===== config.mk =====
export PLATFORM = sky130hd
export DESIGN_NAME = uart_tx_sched
export DESIGN_NICKNAME = d
export VERILOG_FILES = /design/src/rtl/uart_pkg.sv /design/src/rtl/uart_tx_sched_rr_arbiter.sv /design/src/rtl/uart_tx_sched.sv
export SDC_FILE = /design/constraint.sdc
export NUM_CORES = 1
export LEC_CHECK = 0
export BUFFER_PORTS_ARGS = -buffer_cell sky130_fd_sc_hd__buf_2
export CAP_MARGIN = 20
export CORE_ASPECT_RATIO = 1.4
export CORE_MARGIN = 2
export CORE_UTILIZATION = 47
export DETAILED_ROUTE_END_ITERATION = 6
export PLACE_DENSITY = 0.85
export SYNTH_ARGS = -nofsm -noshare
export SYNTH_HDL_FRONTEND = slang
export SYNTH_SLANG_ARGS = --single-unit
export TNS_END_PERCENT = 50

===== constraint.sdc =====
create_clock -name sclk -period 1.8 [get_ports sclk]
set_input_delay 0.09 -clock sclk [delete_from_list [all_inputs] [get_ports sclk]]
set_output_delay 0.09 -clock sclk [all_outputs]
set_load 0.005 [all_outputs]

===== src/rtl/uart_pkg.sv =====
// Shared UART constants and the TX scheduler state encoding.
// The transmitter and receiver use the same baud/frame constants.
package uart_pkg;

  localparam int BAUD_END     = 5208;
  localparam int BIT_END      = 10;
  localparam int FRAME_CYCLES = BAUD_END * BIT_END;

  localparam logic [1:0] ST_IDLE  = 2'd0;
  localparam logic [1:0] ST_START = 2'd1;
  localparam logic [1:0] ST_WAIT  = 2'd2;

  typedef enum logic [1:0] {
    S_IDLE  = ST_IDLE,
    S_START = ST_START,
    S_WAIT  = ST_WAIT
  } sched_state_t;

endpackage


===== src/rtl/uart_tx_sched_rr_arbiter.sv =====
// Round-robin pick: lowest valid index above i_rr_ptr, else lowest valid index.
// Purely combinational; o_grant is one-hot or zero.
module rr_arbiter #(
  parameter int NUM_REQ = 4,
  parameter int IDX_W   = 2
) (
  input  logic [NUM_REQ-1:0] i_valid,
  input  logic [IDX_W-1:0]   i_rr_ptr,
  output logic [NUM_REQ-1:0] o_grant,
  output logic [IDX_W-1:0]   o_grant_idx,
  output logic               o_any
);

  logic [NUM_REQ-1:0] w_mask;
  logic [NUM_REQ-1:0] w_hi;
  logic [NUM_REQ-1:0] w_sel;

  always_comb begin
    w_mask = '0;
    for (int i = 0; i < NUM_REQ; i++) begin
      w_mask[i] = (i > int'(i_rr_ptr));
    end
    w_hi  = i_valid & w_mask;
    // Nothing valid above the pointer means the scan wraps to index 0.
    w_sel = (|w_hi) ? w_hi : i_valid;
    o_any = |i_valid;
    o_grant_idx = '0;
    for (int i = NUM_REQ - 1; i >= 0; i--) begin
      if (w_sel[i]) o_grant_idx = IDX_W'(i);
    end
    o_grant = o_any ? (NUM_REQ'(1) << o_grant_idx) : '0;
  end

endmodule


===== src/rtl/uart_tx_sched.sv =====
// Round-robin scheduler sharing one byte-serial UART transmitter among NUM_REQ
// producers. The transmitter has no done output, so the frame is timed here.
module uart_tx_sched #(
  parameter int NUM_REQ      = 4,
  parameter int BAUD_END     = uart_pkg::BAUD_END,
  parameter int BIT_END      = uart_pkg::BIT_END,
  parameter int FRAME_CYCLES = BAUD_END * BIT_END,
  parameter int CNT_W        = $clog2(FRAME_CYCLES),
  parameter int IDX_W        = $clog2(NUM_REQ)
) (
  input  logic                   sclk,
  input  logic                   s_rst_n,
  input  logic [NUM_REQ-1:0]     req_valid,
  input  logic [8*NUM_REQ-1:0]   req_data,
  output logic [NUM_REQ-1:0]     req_ready,
  output logic                   tx_flag,
  output logic [7:0]             tx_data,
  output logic                   busy,
  output logic [IDX_W-1:0]       grant_id
);

  import uart_pkg::sched_state_t;
  import uart_pkg::S_IDLE;
  import uart_pkg::S_START;
  import uart_pkg::S_WAIT;

  sched_state_t       r_state;
  logic [CNT_W-1:0]   r_frame_cnt;
  logic [IDX_W-1:0]   r_rr_ptr;
  logic [NUM_REQ-1:0] w_grant;
  logic [IDX_W-1:0]   w_grant_idx;
  logic               w_grant_any;
  logic               w_take;

  rr_arbiter #(
    .NUM_REQ (NUM_REQ),
    .IDX_W   (IDX_W)
  ) u_arb (
    .i_valid     (req_valid),
    .i_rr_ptr    (r_rr_ptr),
    .o_grant     (w_grant),
    .o_grant_idx (w_grant_idx),
    .o_any       (w_grant_any)
  );

  // Handshake: a byte is taken only in IDLE, and never while reset is held.
  assign w_take    = s_rst_n && (r_state == S_IDLE) && w_grant_any;
  assign req_ready = w_take ? w_grant : '0;
  assign busy      = (r_state != S_IDLE);

  always_ff @(posedge sclk or negedge s_rst_n) begin
    if (!s_rst_n) begin
      r_state     <= S_IDLE;
      tx_flag     <= 1'b0;
      tx_data     <= 8'h00;
      grant_id    <= '0;
      r_frame_cnt <= '0;
      r_rr_ptr    <= IDX_W'(NUM_REQ - 1);
    end else begin
      tx_flag <= 1'b0;
      case (r_state)
        S_IDLE: begin
          if (w_grant_any) begin
            tx_data  <= req_data[{w_grant_idx, 3'b000} +: 8];
            grant_id <= w_grant_idx;
            r_rr_ptr <= w_grant_idx;
            tx_flag  <= 1'b1;
            r_state  <= S_START;
          end
        end
        S_START: begin
          r_frame_cnt <= '0;
          r_state     <= S_WAIT;
        end
        S_WAIT: begin
          // START is frame cycle 0, so IDLE is re-entered FRAME_CYCLES after tx_flag.
          if (r_frame_cnt == CNT_W'(FRAME_CYCLES - 2)) begin
            r_frame_cnt <= '0;
            r_state     <= S_IDLE;
          end else begin
            r_frame_cnt <= r_frame_cnt + CNT_W'(1);
          end
        end
        default: r_state <= S_IDLE;
      endcase
    end
  end

endmodule


After elaboration in Yosys (flattened, before gate mapping) --
Index checks and enable logic that the tools add are counted.
Word-level totals: bits in registers 31, memories kept 0, bits in latches 0, output and inout port bits 16, RAM bits 0, bits in read-only memories 0, word-level logic and storage cells 41, input bits 38
Operators by class: divide/modulo/power cells 0, magnitude comparators 3, bitwise logic cells 1, $mul 0, shifts and indexed selects 2, add/sub/neg operators 1, reductions and logical operators 9, equal/unequal tests 5, mux-type cells 14
Operators with widths (number):
- 16-bit one-hot mux with 2 select lines | 1
- 32-bit by 6-bit variable part select with 8-bit output | 1
- 16-bit by 1-bit adder with 16-bit output (second input constant) | 1
- 16-bit == test (second input constant) | 1
- 16-bit two-way mux | 1
- 2-bit two-way mux | 6
- 4-bit two-way mux | 3
- 4-bit OR reduction | 2
- 2-bit one-hot mux with 3 select lines | 1
- 4-bit bitwise AND | 1
- 2-bit > comparator (first input constant) | 2
- 2-bit != test (second input constant) | 2
- 2-bit AND reduction | 2
- 2-bit nonzero test | 2
- 1-bit by 2-bit << shifter with 4-bit output (first input constant) | 1
- 2-bit by 1-bit == test with 1-bit output (second input constant) | 1
- 2-bit == test (second input constant) | 1
- 1-bit by 2-bit > comparator with 1-bit output (first input constant) | 1
- 1-bit logical AND | 2
- 2-bit zero test | 1
- 1-bit two-way mux | 2

Longest topological paths before layout --
Gate-level depths: netlist of the first run.
depth in word-level cells 11, depth in mapped cells 7

Modules after synthesis --
Synthesis of the first run repeated with hierarchy kept, for this count alone.
Unflattened totals: cells, all modules 190, area total of the unflattened synthesis 1858.0 sq um
By module, submodules not included:
- uart_tx_sched | times used 1, area each 1707.9 sq um, cells each 166
- rr_arbiter | times used 1, area each 150.1 sq um, cells each 24

Least setup slack after synthesis of the first run --
Ideal clock, no wire load.
path type reg2reg, start reg r_frame_cnt[0], end reg r_state[1], clock period less this slack 1.819 ns, library setup time 0.127 ns, buffers on the path 1, arrival 1.691 ns, stages on the path, launching flop included 8, required time 1.673 ns, path slack -0.019 ns, path through dfrtp_1 -> inv_1 -> ha_1 -> nand4b_1 -> o41a_1 -> buf_6 -> a21oi_2 -> mux2_1
Between the ends: cells in the longest elaborated chain, start to end 3
Ends and longest elaborated chain:
- start, declared | RTL line uart_tx_sched.sv:28 | logic [CNT_W-1:0] r_frame_cnt;
- start signal, assigned | RTL line uart_tx_sched.sv:81 | r_frame_cnt <= r_frame_cnt + CNT_W'(1);
- 16-bit == test | RTL line uart_tx_sched.sv:77 | if (r_frame_cnt == CNT_W'(FRAME_CYCLES - 2)) begin
- 2-bit != test (no source line)
- 2-bit AND reduction (no source line)
- end signal, assigned | RTL line uart_tx_sched.sv:73 | r_state <= S_WAIT;
- end signal, assigned | RTL line uart_tx_sched.sv:79 | r_state <= S_IDLE;
- end signal, assigned | RTL line uart_tx_sched.sv:84 | default: r_state <= S_IDLE;
- end, declared | RTL line uart_tx_sched.sv:27 | sched_state_t r_state;
Every way passes these cells. A chain may end at the register's enable or synchronous reset.

Worst setup path in the final report of the first run --
start reg r_frame_cnt[10], end reg r_state[1]
Same word-level chain as after synthesis.

==> results by group, run 1 <==
Run status
  – Status: finished, violations left
  – Failing checks: negative setup slack

Power
  – Clock power share: 18.0%
  – Post-layout total power: 3.45 mW
  – Power per Cell Area: 1310 mW/mm^2
  – Combinational share of power: 52.7%
  – Pint: 2.06 mW
  – P_sw: 1.40 mW
  – Seq pwr share: 29.3%
  – Static leakage: 1.16 nW
  – Peak VDD IR: 0.906 mV
  – Sw frac: 40.4%

Timing
  – Worst hold slack: 45.7 ps
  – Tcrit/Tclk final: 103%
  – Final Skew: 10.4 ps
  – Finish-stage setup viols: 4
  – Final Hold Viols: 0
  – Setup TNS: -78.7 ps
  – Actual slew at the worst max-slew pin: 448 ps
  – Final worst setup slack: -50.3 ps
  – Fmax achieved: 0.540 GHz
  – Final Max Tran Viols: 0
  – Unrepaired setup endpoints after global routing: true
  – Slew HR: 69.7%
  – Final Critical Period: 1850 ps

Yosys
  – Gate Count Post-Synth: 237
  – Seq/Total Area, Yosys: 39.8%
  – Synthesis Warnings: 0
  – Post-Syn Nets: 280
  – Post-synthesis register bit count: 31
  – Yosys cell types: 46
  – Synth Flop Type: dfrtp_1
  – FFs w/ async S/R, synth: 100%
  – Cell Area, Synth: 0.00196 mm^2
  – Mean post-synth cell area: 8.26 um^2
  – Number of enable flip-flop cells after synthesis: 0

Die
  – Core ar.: 0.00395 mm^2
  – Starting density of the core: 49.5%
  – Die ar.: 0.00470 mm^2
  – Rows: 27
  – IO Count: 54
  – Die Y: 80.4 um
  – Die W: 58.5 um

Placed design
  – HPWL after DPL: 4150 um
  – Port bufs: 53
  – GP Congestion: 0.934
  – Pre-CTS setup slack: -51.8 ps

Final layout
  – Area growth syn-to-layout: 34.3%
  – Diode count: 0
  – Nets: 355
  – Layout cells sized above 1: 37.1%

Clock network
  – Clock buffer depth: 2
  – Clock Latency Late Sink: 290 ps
  – Clock root cell: clkbuf_8
  – H-tree levels: 2
  – Clock Sinks: 31
  – Clock-pin slew on the worst setup and hold paths: 70 ps
  – Num CTS Buffers: 5
  – CTS tree: built

Setup path
  – Worst Setup End Kind: flop
  – Worst Path Max Fanout: 4
  – Worst setup SP type: flop
  – Arrival @ worst endpoint: 2030 ps
  – CP Data Required Time: 1980 ps
  – WS Path Type: flop to flop

Global routing
  – Grt ovf: 0
  – Global-route wire length before repair: 9460 um
  – Number of global-route vias before repair: 2223
  – Pin count of the biggest net entering global routing: 32
  – GRT Total Usage: 26.5%
  – Initial antenna violation count: 0

Route
  – WL/cell: 16.7 um
  – First DRT Iteration DRCs: 144
  – DR pass1 iterations: 5
  – Total number of vias: 2150
  – Final ANT Viol Nets: 0
  – Via density: 6.04
  – DRC: 0
  – WL final: 5930 um

Hold path
  – Worst Hold Class: primary input to flop

Job
  – Max-cap violation count: 0
==> layout by cell type (no fill, tap or decap), types with 2 or more instances in the layout <==
| master | Yosys | final |
|---|---|---|
| dfrtp_1 | 29 | 29 |
| a21oi_1 | 7 | 4 |
| buf_6 | 1 | 2 |
| a31oi_1 | 8 | 8 |
| nor2_1 | 27 | 24 |
| buf_4 | 0 | 28 |
| nand2_2 | 0 | 2 |
| xnor2_1 | 6 | 6 |
| a21boi_1 | 0 | 2 |
| ha_1 | 5 | 4 |
| nor2_4 | 0 | 3 |
| dfstp_2 | 2 | 2 |
| nand3_1 | 17 | 16 |
| nand4_1 | 6 | 6 |
| nand2_1 | 19 | 17 |
| a21oi_2 | 1 | 4 |
| nor3_1 | 5 | 5 |
| inv_1 | 17 | 16 |
| nand2b_1 | 4 | 4 |
| a311oi_1 | 8 | 8 |
| o21ai_0 | 19 | 17 |
| buf_2 | 3 | 53 |
| clkbuf_8 | 0 | 7 |
| o21ai_1 | 0 | 2 |
| a211oi_1 | 9 | 9 |
| nor4_1 | 4 | 4 |
| o41ai_1 | 2 | 2 |
==> power groups by stage <==
stage | combinational (mW) | clock [mW] | sequential [mW]
6_report | 1.82 | 0.622 | 1.01
5_1_grt | 2.03 | 0.664 | 1.03
4_1_cts | 1.65 | 0.635 | 1.01
3_5_place_dp | 1.54 | 0 | 1.04
3_3_place_gp | 1.48 | 0 | 1.03
2_1_floorplan | 0.952 | 0 | 1.02
==> synthesized netlist by cell type (all sizes together), types with 2 or more instances <==
cell type / instances / share of area, %
dfstp: 2 / 2.7
ha: 5 / 3.2
nor2: 27 / 5.2
o21ai: 19 / 4.9
nand4: 6 / 1.9
and3: 2 / 0.64
a211oi: 9 / 3.5
inv: 17 / 3.3
nor4: 4 / 1.3
a21boi: 2 / 0.77
nand2b: 4 / 1.3
clkbuf: 11 / 2.1
dfrtp: 29 / 37
a311oi: 8 / 3.6
a21oi: 8 / 2.2
a31oi: 8 / 2.6
nand2: 19 / 3.6
or3b: 2 / 0.90
nor3: 5 / 1.3
o41ai: 2 / 0.90
or2: 2 / 0.64
o21a: 2 / 0.77
xnor2: 6 / 2.7
nand3: 17 / 4.3
buf: 5 / 1.5
==> worst max-delay path: stages (launching register included) <==
cell     delay [ps]
dfrtp_1         380
or3b_1          380
o41a_1          510
a21oi_2         160
mux2_4          310
==> path summary, 6_finish.rpt <==
kind,from,endpoint,slack (ps),cells past startpoint
hold reg to reg,grant_id[1]$_DFFE_PN0P_,grant_id[1]$_DFFE_PN0P_,490,2
setup reg to reg,r_frame_cnt[10]$_DFFE_PN0P_,r_state[1]$_DFFE_PN0P_,-50,4
min in group asynchronous,s_rst_n,r_frame_cnt[2]$_DFFE_PN0P_,380,3
setup / recovery,r_frame_cnt[10]$_DFFE_PN0P_,r_state[1]$_DFFE_PN0P_,-50,4
max in group asynchronous,s_rst_n,r_rr_ptr[1]$_DFFE_PN1P_,1080,3
hold / removal,req_data[27],tx_data[3]$_DFFE_PN0P_,50,3
==> metal layers <==
metal | global-route usage [%] | vias up | wire length (um)
met5 | 0 | - | 0
met4 | 17.7 | 0 | 293
met3 | 6.76 | 32 | 426
met2 | 46.5 | 126 | 3080
met1 | 26.8 | 984 | 2130
li1 | - | 1008 | -
==> kinds of logic (layout without fill, tap and decap cells) <==
logic type,after synthesis,in the layout,share of synthesized area (%)
AOI/OAI and AO/OA,64,64,22.0
xor gates and xnor gates,7,7,3.13
adders and majority gates,5,5,3.20
buffers and inverters,33,109,6.90
DFF,31,31,39.8
muxes,1,1,0.575
and+or+nand+nor,96,96,24.4
==> repair_timing <==
| action | 4_1_cts | 5_1_grt |
|---|---|---|
| hold buffers | 1 | 0 |
| buffers inserted | 2 | 3 |
| hold endpoints to repair | 29 | 0 |
| pin swaps | 0 | 6 |
| resized for setup | 6 | 24 |
| setup endpoints to repair | 5 | 21 |
==> state kept, by name, summed over array words and instances (netlist names) <==
register	flops
r_frame_cnt	16
tx_data	8
grant_id	2
r_rr_ptr	2
r_state	2
tx_flag	1
==> per-stage QoR <==
stage / cell area [um^2] / cells / utilization [%]
detailed placement: 2390 / 342 / 60.5
global placement: 2390 / 342 / 60.5
floorplan: 1960 / 237 / -
global route: 2630 / 356 / 66.5
finish: 2630 / 356 / 66.5
CTS: 2540 / 353 / 64.3
==> final cells by class <==
type | count | area, um^2
Multi-Input combinational cell | 173 | 1120
Tap cell | 43 | 53.8
Inverter | 17 | 63.8
Sequential cell | 31 | 778
Clock inverter | 1 | 7.51
Fill cell | 342 | 1320
Clock buffer | 7 | 96.3
Timing Repair Buffer | 84 | 508
Note: power is estimated with default switching activity, not from simulation.
==> run 2, diff against run 1 <==
--- a/config.mk
+++ b/config.mk
@@ -7,10 +7,11 @@
 export LEC_CHECK = 0
 export BUFFER_PORTS_ARGS = -buffer_cell sky130_fd_sc_hd__buf_2
 export CAP_MARGIN = 20
-export CORE_ASPECT_RATIO = 1.4
+export CORE_ASPECT_RATIO = 0.8
 export CORE_MARGIN = 2
 export CORE_UTILIZATION = 47
 export DETAILED_ROUTE_END_ITERATION = 6
+export GPL_ROUTABILITY_DRIVEN = 0
 export PLACE_DENSITY = 0.85
 export SYNTH_ARGS = -nofsm -noshare
 export SYNTH_HDL_FRONTEND = slang
==> run 2 against run 1 <==
Effect of this change:
- the run still ends with negative setup slack left
- clock power is 16% higher
- register-to-register slack hardly changed
- via count is 4.1% lower
- first-iteration DRC count is 60% higher
- sequential share of layout area is 0.26 points higher
- utilization is 0.25 points higher
- count of clock-buffer cells in the layout is 1 lower
- cell area is 0.86% lower
- clock skew is 6.5 ps lower
- power is 0.41% lower
- combinational power is 7% lower
- critical endpoint unchanged
- largest cell class unchanged
==> results by group, run 2 (synthesis gave the netlist of run 1 again) <==
Setup path
  – Arrival @ worst endpoint: 2010 ps (-20 ps)
  – Worst Setup End Kind: flop
  – Worst setup SP type: flop
  – WS Path Type: flop to flop
  – CP Data Required Time: 1970 ps (about the same)
  – Worst Path Max Fanout: 5 (+1)
  – Internal reg-to-reg setup slack: -40 ps (about the same)

Clock network
  – Clock-pin slew on the worst setup and hold paths: 70 ps (about the same)
  – Clock buffer depth: 2 (unchanged)
  – H-tree levels: 2 (unchanged)
  – CTS tree: built
  – Clock Latency Late Sink: 290 ps (about the same)
  – Num CTS Buffers: 5 (unchanged)
  – Clock Sinks: 31 (unchanged)
  – Clock root cell: clkbuf_8

Route
  – WL/cell: 15.0 um (-10%)
  – DRC: 0 (unchanged)
  – WL final: 5420 um (-8.6%)
  – Top Metal Used: met4
  – Via density: 5.70 (-5.7%)
  – Total number of vias: 2062 (-4.1%)
  – First DRT Iteration DRCs: 230 (+60%)
  – Met3 routed WL: 333 um (-22%)
  – Met1 WL: 2500 um (+17%)
  – DR pass1 iterations: 4 (-1)
  – Final ANT Viol Nets: 0 (unchanged)
  – Met2 wire len: 2530 um (-18%)

Die
  – Die Y: 61.7 um (-23%)
  – Die W: 76.1 um (+30%)
  – Rows: 20 (-26%)
  – Starting density of the core: 50.1% (+0.62 points)
  – IO Count: 54 (unchanged)
  – Die ar.: 0.00470 mm^2 (about the same)
  – Core ar.: 0.00390 mm^2 (-1.2%)

Job
  – Max-cap violation count: 0 (unchanged)

Placed design
  – Port bufs: 53 (unchanged)
  – Pre-CTS setup slack: -6.66 ps (+45.2 ps)
  – Area after DPL: 0.00238 mm^2 (-0.31%)
  – HPWL after DPL: 3930 um (-5.2%)

Final layout
  – Nets: 349 (-1.7%)
  – Finished Cell Area: 0.00261 mm^2 (-0.86%)
  – Most flops, register: r_frame_cnt
  – Most frequent cells in the layout: buf_2, dfrtp_1, nor2_1, buf_4, nand2_1
  – Max reg flops: 16 (unchanged)
  – Layout cells sized above 1: 34.9% (-2.2 points)
  – Multi-input logic area: 0.00111 mm^2 (-0.56%)
  – Diode count: 0 (unchanged)
  – Area growth syn-to-layout: 33.2%
  – Fillers: 320 (-6.4%)
  – Largest registers: r_frame_cnt x16, tx_data x8
  – Sequential Area: 778 um^2 (unchanged)
  – Commonest non-fill, non-tap cell in the layout: buf_2

Global routing
  – Initial antenna violation count: 0 (unchanged)
  – Number of global-route vias before repair: 1787 (-20%)
  – Grt ovf: 0 (unchanged)
  – Global-route wire length before repair: 8510 um (-10%)
  – Pin count of the biggest net entering global routing: 32 (unchanged)
  – GRT Total Usage: 23.4% (-3.1 points)

Power
  – Clock power share: 21.1% (+3.1 points)
  – Power per Cell Area: 1320 mW/mm^2 (+0.45%)
  – Pint: 2.09 mW (+1.7%)
  – Peak VDD IR: 0.677 mV (-25%)
  – P_sw: 1.35 mW (-3.6%)
  – Sw frac: 39.1% (-1.3 points)
  – Combinational share of power: 49.2% (-3.5 points)
  – Static leakage: 1.14 nW (-1.6%)
  – Seq pwr share: 29.7% (+0.4 points)

Timing
  – Unrepaired setup endpoints after global routing: true
  – Final Hold Viols: 0 (unchanged)
  – Final Skew: 3.91 ps (-6.54 ps)
  – Actual slew at the worst max-slew pin: 393 ps (-54.7 ps)
  – Final Critical Period: 1840 ps (-8.78 ps)
  – Final worst setup slack: -41.6 ps (+8.78 ps)
  – Setup TNS: -46.3 ps (+32.4 ps)
  – Finish-stage setup viols: 2 (-2)
  – Final Max Tran Viols: 0 (unchanged)
  – Fmax achieved: 0.543 GHz (+0.48%)
  – Slew HR: 73.8% (+4.0 points)
  – Tcrit/Tclk final: 102% (-0.49 points)

Run status
  – Failing checks: negative setup slack
  – Status: finished, violations left

Hold path
  – Worst Hold Class: primary input to flop
-- run 2: cell count changes in the layout (fill, tap and decap cells not counted), sizes merged --
cell / before / now
clkinv: 0 / 1
bufinv: 0 / 1
clkinvlp: 1 / 0
buf: 83 / 77
clkbuf: 7 / 6
-- run 2: metal layers --
metal	global-route usage (%)	up-vias
met5	0	-
met4	7.53	0
met3	4.34	10
met2	36.5	72
met1	33.9	983
li1	-	997
-- run 2: critical path: stages (launching register included) --
cell and delay (ps):
dfrtp_1 380, or3b_1 380, o41a_1 510, a21oi_2 150, mux2_4 310
-- run 2: worst paths after layout --
path,from,end,depth (start not counted)
setup / recovery,r_frame_cnt[10]$_DFFE_PN0P_,r_state[1]$_DFFE_PN0P_,4
hold / removal,req_data[25],tx_data[1]$_DFFE_PN0P_,3
setup reg to reg,r_frame_cnt[10]$_DFFE_PN0P_,r_state[1]$_DFFE_PN0P_,4
hold reg to reg,grant_id[1]$_DFFE_PN0P_,grant_id[1]$_DFFE_PN0P_,2
max in group asynchronous,s_rst_n,r_rr_ptr[0]$_DFFE_PN1P_,3
min in group asynchronous,s_rst_n,r_frame_cnt[14]$_DFFE_PN0P_,3
-- run 2: layout make-up --
class / count / area share (%)
clock buffers: 6 / 3.17
well taps: 55 / 2.64
flip-flops and latches: 31 / 29.9
inverters: 17 / 2.45
clock inverters: 2 / 1.34
multi-input cells: 173 / 42.8
repair buffers: 78 / 17.8
-- run 2: power by group through the flow --
| stage | registers, mW | clock network [mW] | logic, mW |
|---|---|---|---|
| floorplan | 1.02 | 0 | 0.952 |
| global placement | 1.02 | 0 | 1.44 |
| detailed placement | 1.03 | 0 | 1.49 |
| CTS | 1.01 | 0.726 | 1.53 |
| global route | 1.05 | 0.756 | 1.87 |
| finish | 1.02 | 0.724 | 1.69 |
-- run 2: per-stage QoR --
stage / util, % / hold slack (ps) / cells / power (mW)
floorplan: - / -206 / 237 / 1.97
global placement: 61.1 / 165 / 351 / 2.46
detailed placement: 61.1 / 169 / 351 / 2.52
CTS: 64.9 / 53.1 / 361 / 3.27
global route: 66.8 / 66.0 / 362 / 3.67
finish: 66.8 / 53.0 / 362 / 3.44
-- run 2: repair_timing --
| item | in CTS | in global routing |
|---|---|---|
| gates resized for setup | 4 | 24 |
| pin swaps | 1 | 4 |
| buffers inserted | 1 | 1 |
| gates cloned | 0 | 0 |
| hold buffers | 1 | 0 |
| endpoints found under the setup margin | 4 | 23 |
| endpoints found under the hold margin | 29 | 0 |
